--- src/rtl/fu_rr_arbiter_pkg.sv ---
// Shared types and defaults for the round-robin functional-unit arbiter.
package fu_rr_arbiter_pkg;

  typedef enum logic {
    IDLE = 1'b0,
    BUSY = 1'b1
  } arb_state_e;

  localparam int DEF_NUM_REQ = 8;
  localparam int DEF_TIMEOUT = 255;

  // Width of the hold counter: enough to hold TIMEOUT, never narrower than 1.
  function automatic int cnt_width(input int timeout);
    return (timeout > 0) ? $clog2(timeout + 1) : 1;
  endfunction

endpackage

--- src/rtl/fu_rr_arbiter_rr_select.sv ---
// Rotating-priority selector: lowest requester at or after ptr, else lowest overall.
module rr_select
  import fu_rr_arbiter_pkg::*;
#(
  parameter int NUM_REQ = DEF_NUM_REQ
) (
  input  logic [NUM_REQ-1:0]         req,
  input  logic [$clog2(NUM_REQ)-1:0] ptr,
  output logic [$clog2(NUM_REQ)-1:0] idx,
  output logic                       any
);

  localparam int IDX_W = $clog2(NUM_REQ);

  logic [IDX_W-1:0] lo_masked;
  logic [IDX_W-1:0] lo_any;
  logic             hit_masked;

  // Two-pass lowest-index search; scanning downward leaves the lowest hit in place.
  always_comb begin
    lo_masked  = '0;
    lo_any     = '0;
    hit_masked = 1'b0;
    for (int i = NUM_REQ - 1; i >= 0; i--) begin
      if (req[i]) begin
        lo_any = IDX_W'(i);
        if (i >= int'(ptr)) begin
          lo_masked  = IDX_W'(i);
          hit_masked = 1'b1;
        end
      end
    end
  end

  assign any = |req;
  assign idx = hit_masked ? lo_masked : lo_any;

endmodule

--- src/rtl/fu_rr_arbiter.sv ---
// Round-robin arbiter sharing one multi-cycle functional unit among NUM_REQ requesters.
// A grant is held until fu_done, a flush, or the watchdog releases it.
module fu_rr_arbiter
  import fu_rr_arbiter_pkg::*;
#(
  parameter int NUM_REQ = DEF_NUM_REQ,
  parameter int TIMEOUT = DEF_TIMEOUT
) (
  input  logic                       clk,
  input  logic                       rst_n,
  input  logic [NUM_REQ-1:0]         req,
  input  logic                       fu_ready,
  input  logic                       fu_done,
  input  logic                       flush,
  output logic [NUM_REQ-1:0]         grant,
  output logic [$clog2(NUM_REQ)-1:0] grant_idx,
  output logic                       grant_valid,
  output logic                       timeout
);

  localparam int                 IDX_W    = $clog2(NUM_REQ);
  localparam int                 CNT_W    = cnt_width(TIMEOUT);
  localparam logic [CNT_W-1:0]   CNT_MAX  = '1;
  localparam logic [CNT_W-1:0]   CNT_LIM  = CNT_W'((TIMEOUT > 0) ? TIMEOUT - 1 : 0);
  localparam logic [IDX_W-1:0]   IDX_LAST = IDX_W'(NUM_REQ - 1);
  localparam logic [NUM_REQ-1:0] ONE_HOT0 = NUM_REQ'(1);
  localparam bit                 WD_EN    = (TIMEOUT != 0);

  arb_state_e         state;
  arb_state_e         state_nx;
  logic [IDX_W-1:0]   ptr;
  logic [IDX_W-1:0]   ptr_nx;
  logic [IDX_W-1:0]   ptr_adv;
  logic [CNT_W-1:0]   cnt;
  logic [CNT_W-1:0]   cnt_nx;
  logic [NUM_REQ-1:0] grant_nx;
  logic [IDX_W-1:0]   idx_nx;
  logic               valid_nx;
  logic               timeout_nx;
  logic [NUM_REQ-1:0] req_others;
  logic [IDX_W-1:0]   sel_idle_idx;
  logic               sel_idle_any;
  logic [IDX_W-1:0]   sel_next_idx;
  logic               sel_next_any;
  logic               wd_hit;

  // Pointer value after the current owner finishes (wraps NUM_REQ-1 -> 0).
  assign ptr_adv    = (grant_idx == IDX_LAST) ? '0 : grant_idx + IDX_W'(1);
  // The finishing owner must not win the back-to-back slot.
  assign req_others = req & ~grant;
  assign wd_hit     = WD_EN && (cnt == CNT_LIM);

  rr_select #(.NUM_REQ(NUM_REQ)) u_sel_idle (
    .req (req),
    .ptr (ptr),
    .idx (sel_idle_idx),
    .any (sel_idle_any)
  );

  // Back-to-back candidate is chosen with the already-advanced pointer.
  rr_select #(.NUM_REQ(NUM_REQ)) u_sel_next (
    .req (req_others),
    .ptr (ptr_adv),
    .idx (sel_next_idx),
    .any (sel_next_any)
  );

  // Next-state and next-output logic; flush overrides, fu_done beats the watchdog.
  always_comb begin
    state_nx   = state;
    ptr_nx     = ptr;
    cnt_nx     = cnt;
    grant_nx   = grant;
    idx_nx     = grant_idx;
    valid_nx   = grant_valid;
    timeout_nx = 1'b0;

    if (flush) begin
      state_nx = IDLE;
      cnt_nx   = '0;
      grant_nx = '0;
      idx_nx   = '0;
      valid_nx = 1'b0;
    end else begin
      case (state)
        IDLE: begin
          if (sel_idle_any && fu_ready) begin
            state_nx = BUSY;
            cnt_nx   = '0;
            grant_nx = ONE_HOT0 << sel_idle_idx;
            idx_nx   = sel_idle_idx;
            valid_nx = 1'b1;
          end
        end
        BUSY: begin
          if (fu_done) begin
            ptr_nx = ptr_adv;
            if (fu_ready && sel_next_any) begin
              cnt_nx   = '0;
              grant_nx = ONE_HOT0 << sel_next_idx;
              idx_nx   = sel_next_idx;
              valid_nx = 1'b1;
            end else begin
              state_nx = IDLE;
              cnt_nx   = '0;
              grant_nx = '0;
              idx_nx   = '0;
              valid_nx = 1'b0;
            end
          end else if (wd_hit) begin
            ptr_nx     = ptr_adv;
            state_nx   = IDLE;
            cnt_nx     = '0;
            grant_nx   = '0;
            idx_nx     = '0;
            valid_nx   = 1'b0;
            timeout_nx = 1'b1;
          end else if (cnt != CNT_MAX) begin
            cnt_nx = cnt + CNT_W'(1);
          end
        end
        default: begin
          state_nx = IDLE;
          cnt_nx   = '0;
          grant_nx = '0;
          idx_nx   = '0;
          valid_nx = 1'b0;
        end
      endcase
    end
  end

  // State, pointer, hold counter and registered outputs; reset clears all at once.
  always_ff @(posedge clk or negedge rst_n) begin
    if (!rst_n) begin
      state       <= IDLE;
      ptr         <= '0;
      cnt         <= '0;
      grant       <= '0;
      grant_idx   <= '0;
      grant_valid <= 1'b0;
      timeout     <= 1'b0;
    end else begin
      state       <= state_nx;
      ptr         <= ptr_nx;
      cnt         <= cnt_nx;
      grant       <= grant_nx;
      grant_idx   <= idx_nx;
      grant_valid <= valid_nx;
      timeout     <= timeout_nx;
    end
  end

  a_grant_onehot: assert property (@(posedge clk) disable iff (!rst_n) $onehot0(grant));
  a_valid_match:  assert property (@(posedge clk) disable iff (!rst_n) grant_valid == (|grant));
  a_ptr_range:    assert property (@(posedge clk) disable iff (!rst_n) ptr <= IDX_LAST);
  a_tmo_release:  assert property (@(posedge clk) disable iff (!rst_n) timeout |-> !grant_valid);

endmodule

--- config.mk ---
export PLATFORM = sky130hd
export DESIGN_NAME = fu_rr_arbiter
export DESIGN_NICKNAME = d
export VERILOG_FILES = /design/src/rtl/fu_rr_arbiter_pkg.sv /design/src/rtl/fu_rr_arbiter_rr_select.sv /design/src/rtl/fu_rr_arbiter.sv
export SDC_FILE = /design/constraint.sdc
export NUM_CORES = 1
export LEC_CHECK = 0
export BUFFER_PORTS_ARGS = -buffer_cell sky130_fd_sc_hd__buf_4
export CAP_MARGIN = 20
export CORE_MARGIN = 10
export CORE_UTILIZATION = 52
export CTS_BUF_LIST = sky130_fd_sc_hd__clkbuf_4 sky130_fd_sc_hd__clkbuf_8 sky130_fd_sc_hd__clkbuf_16
export DETAILED_ROUTE_END_ITERATION = 7
export HOLD_SLACK_MARGIN = 0.03
export PLACE_DENSITY = 0.79
export SLEW_MARGIN = 20
export SYNTH_ARGS = -nofsm -noshare
export SYNTH_HDL_FRONTEND = slang
export SYNTH_SLANG_ARGS = --single-unit
--- constraint.sdc ---
create_clock -name clk -period 2.5 [get_ports clk]
set_input_delay 0 -clock clk [delete_from_list [all_inputs] [get_ports clk]]
set_output_delay 0 -clock clk [all_outputs]
set_load 0.02 [all_outputs]
==> results.toml <==
[run_status]
outcome = "finished with violations"
violations = "negative setup slack"

[routing]
routed_wl_um = 5450
dr.pass1.iters = 4
drt-initial-drc-count = 184
post_drt_wl_per_cell_um = 16.9
viasPerCell = 6.11
antenna_left = 0
route.detailed.drc = 0
vias = 1973

[critical_path]
rr_endpoint = "grant[6]$_DFFE_PN0P_"
cp_max_fo = 7
path_class = "reg2reg"
ff2ff_setup_slack_ps = -70
r2r-start = "grant_idx[0]$_DFFE_PN0P_"
crit_required_ps = 2710
worstSetupStartpoint = "grant_idx[0]$_DFFE_PN0P_"
cp-end-kind = "register"
cp-endpoint = "grant[6]$_DFFE_PN0P_"
rr_worst_depth = 10
arrival_ps = 2780
critPathLaunchType = "register"

[finish]
fin_cells = 323
drive_above_1_share_pct = 27.6
design_area_mm2 = 0.00252
final_nets = 295
area_delta_synth_final_pct = 25.3
diodes = 0

[placed_design]
dp_hpwl_um = 4050
place_area_mm2 = 0.00234
port_buffers = 25
dp_slack_ps = -95.3
dp_cells = 311
gp_congestion = 0.906

[synthesis]
synthDistinctLibCells = 64
syn-cell-area_mm2 = 0.00201
synth-async-reset-ratio_pct = 100
ys_warn_count = 0
synth_area_per_cell_um2 = 8.61
synthTopCellsByCount = "nand2_1, nor2_1, dfrtp_1, o21ai_0, inv_1"
yosys_most_used_dff = "dfrtp_1"
synthCells = 234
yosysTopAreaCell = "dfrtp_1"
synth_nets = 253
synth.most_common_cell = "nand2_1"
synth_area_leaders = "dfrtp_1, nand2_1, nor2_1"
synth_edf_count = 0
synth_top_area_share_pct = 31.1
synth_seq_cells = 25
seq_area_frac_synth_pct = 31.1

[timing]
grt_setup_unrepaired = "yes"
max_freq_ghz = 0.389
fin_skew_ps = 3.21
setup_slack_ps = -68.6
setup_viol_count_final = 7
finalHoldViolCount = 0
period_share_pct = 103
period_needed_ps = 2570
slew_headroom_pct = 61.7
worst_slew_pin_slew_ps = 572
drv_slew = 0
setup-tns-final_ps = -304
hold-worst-slack_ps = 162

[grt]
antenna_found_initial = 0
grt_use_total_pct = 15.9
grt_max_degree = 26
grt_pass1_vias = 1763
grt_pass1_wl_um = 8650
grt_overflow = 0

[pwr]
p_per_area_mw_per_mm2 = 585
vdd_drop_max_mv = 0.331
leakagePower_nw = 1.09

[clock_tree]
worstSkewPairLatency_ps = 270
cts_tree = "yes"
path_clk_slew_ps = 90
clock-root-buffer = "clkbuf_8"
h-tree-depth = 1
cts_buffers = 3
clockBufferDepth = 2
cts_sinks = 25

[floorplanning]
rows = 22
die-area_mm2 = 0.00676
initial_core_util_pct = 54.2
fp.dieH_um = 82.2
core_area_mm2 = 0.00372
die_width_um = 82.2
io_pins = 26

[job]
maxCapViolations = 0

[min_path]
timing.hold.worst.class = "in2async"
flip-flops by register name, summed over array words and instances, names as in the netlist:
name / count
timeout: 1
grant_idx: 3
cnt: 8
grant: 8
ptr: 3
state: 1
grant_valid: 1
kinds of logic (layout without fill, tap and decap cells):
kind of cell / after synthesis / in the layout / synth area share (%)
flops: 25 / 25 / 31.1
buf+inv: 16 / 57 / 3.66
simple gates: 107 / 107 / 29.8
xor+xnor: 3 / 3 / 1.30
compound gates: 76 / 76 / 29.8
mux: 1 / 1 / 0.745
fa+ha+maj: 6 / 6 / 3.73
worst min path at each step:
stage	startpoint	endpoint	depth (start not counted)
detailed placement	rst_n	cnt[1]$_DFFE_PN0P_	1
global route	rst_n	cnt[1]$_DFFE_PN0P_	2
finish	rst_n	cnt[6]$_DFFE_PN0P_	2
global placement	rst_n	cnt[1]$_DFFE_PN0P_	1
floorplan	rst_n	cnt[0]$_DFFE_PN0P_	0
CTS	rst_n	cnt[1]$_DFFE_PN0P_	2
report_power, final:
part	switching (mW)	internal (mW)	total, mW
combinational	0.393	0.340	0.733
sequential	0.0582	0.441	0.499
clock	0.134	0.112	0.245
total	0.585	0.893	1.48
placed cells by master (no fill, tap or decap), drive strengths merged, types with 4 or more instances in the layout:
cell | netlist | layout
nor3 | 5 | 5
o21ai | 18 | 18
buf | 4 | 39
inv | 11 | 11
nand2b | 10 | 10
a31oi | 5 | 5
ha | 6 | 6
nor2b | 7 | 7
o32ai | 4 | 4
nand3 | 7 | 7
dfrtp | 25 | 25
nor2 | 26 | 26
a21oi | 8 | 8
a22o | 4 | 4
nand2 | 30 | 30
per-layer routing:
metal / share of wire (%) / GRT usage, % / vias to the layer above / wire [um]
li1: - / - / 957 / -
met1: 43 / 19.7 / 946 / 2330
met2: 48 / 26.9 / 60 / 2610
met3: 7.5 / 3.24 / 10 / 406
met4: 1.8 / 5.44 / 0 / 99
met5: 0 / 0 / - / 0
what timing repair did:
item                       CTS  global route
pin swaps                    5             1
hold endpoints to repair    27             0
setup endpoints to repair    9            11
gates resized for setup      6             6
hold buffers                 3             0
setup buffers                4             1
worst max-delay path, stage by stage, from the launching register on:
cell and delay, ps:
dfrtp_2 440, buf_4 160, ha_4 290, o21bai_4 170
o22ai_1 120, or2_4 290, a2bb2oi_1 370, o21ai_0 190
nor2_1 210, buf_4 160, a22o_1 120
layout make-up:
type                       instances  area [um2]
timing repair buffer              42         323
multi-input combinational        193        1430
sequential                        25         628
clock inverter                     1        5.00
fill                             301        1190
tap                               48        60.1
clock buffer                       3        41.3
inverter                          11        41.3
stage by stage:
| step | power, mW | utilization, % |
|---|---|---|
| finish | 1.48 | 67.9 |
| global route | 1.56 | 67.9 |
| CTS | 1.45 | 67.1 |
| detailed placement | 1.14 | 63.1 |
| global placement | 1.14 | 63.1 |
| floorplan | 0.956 | - |
No activity file was read; power rests on OpenSTA's default activity.
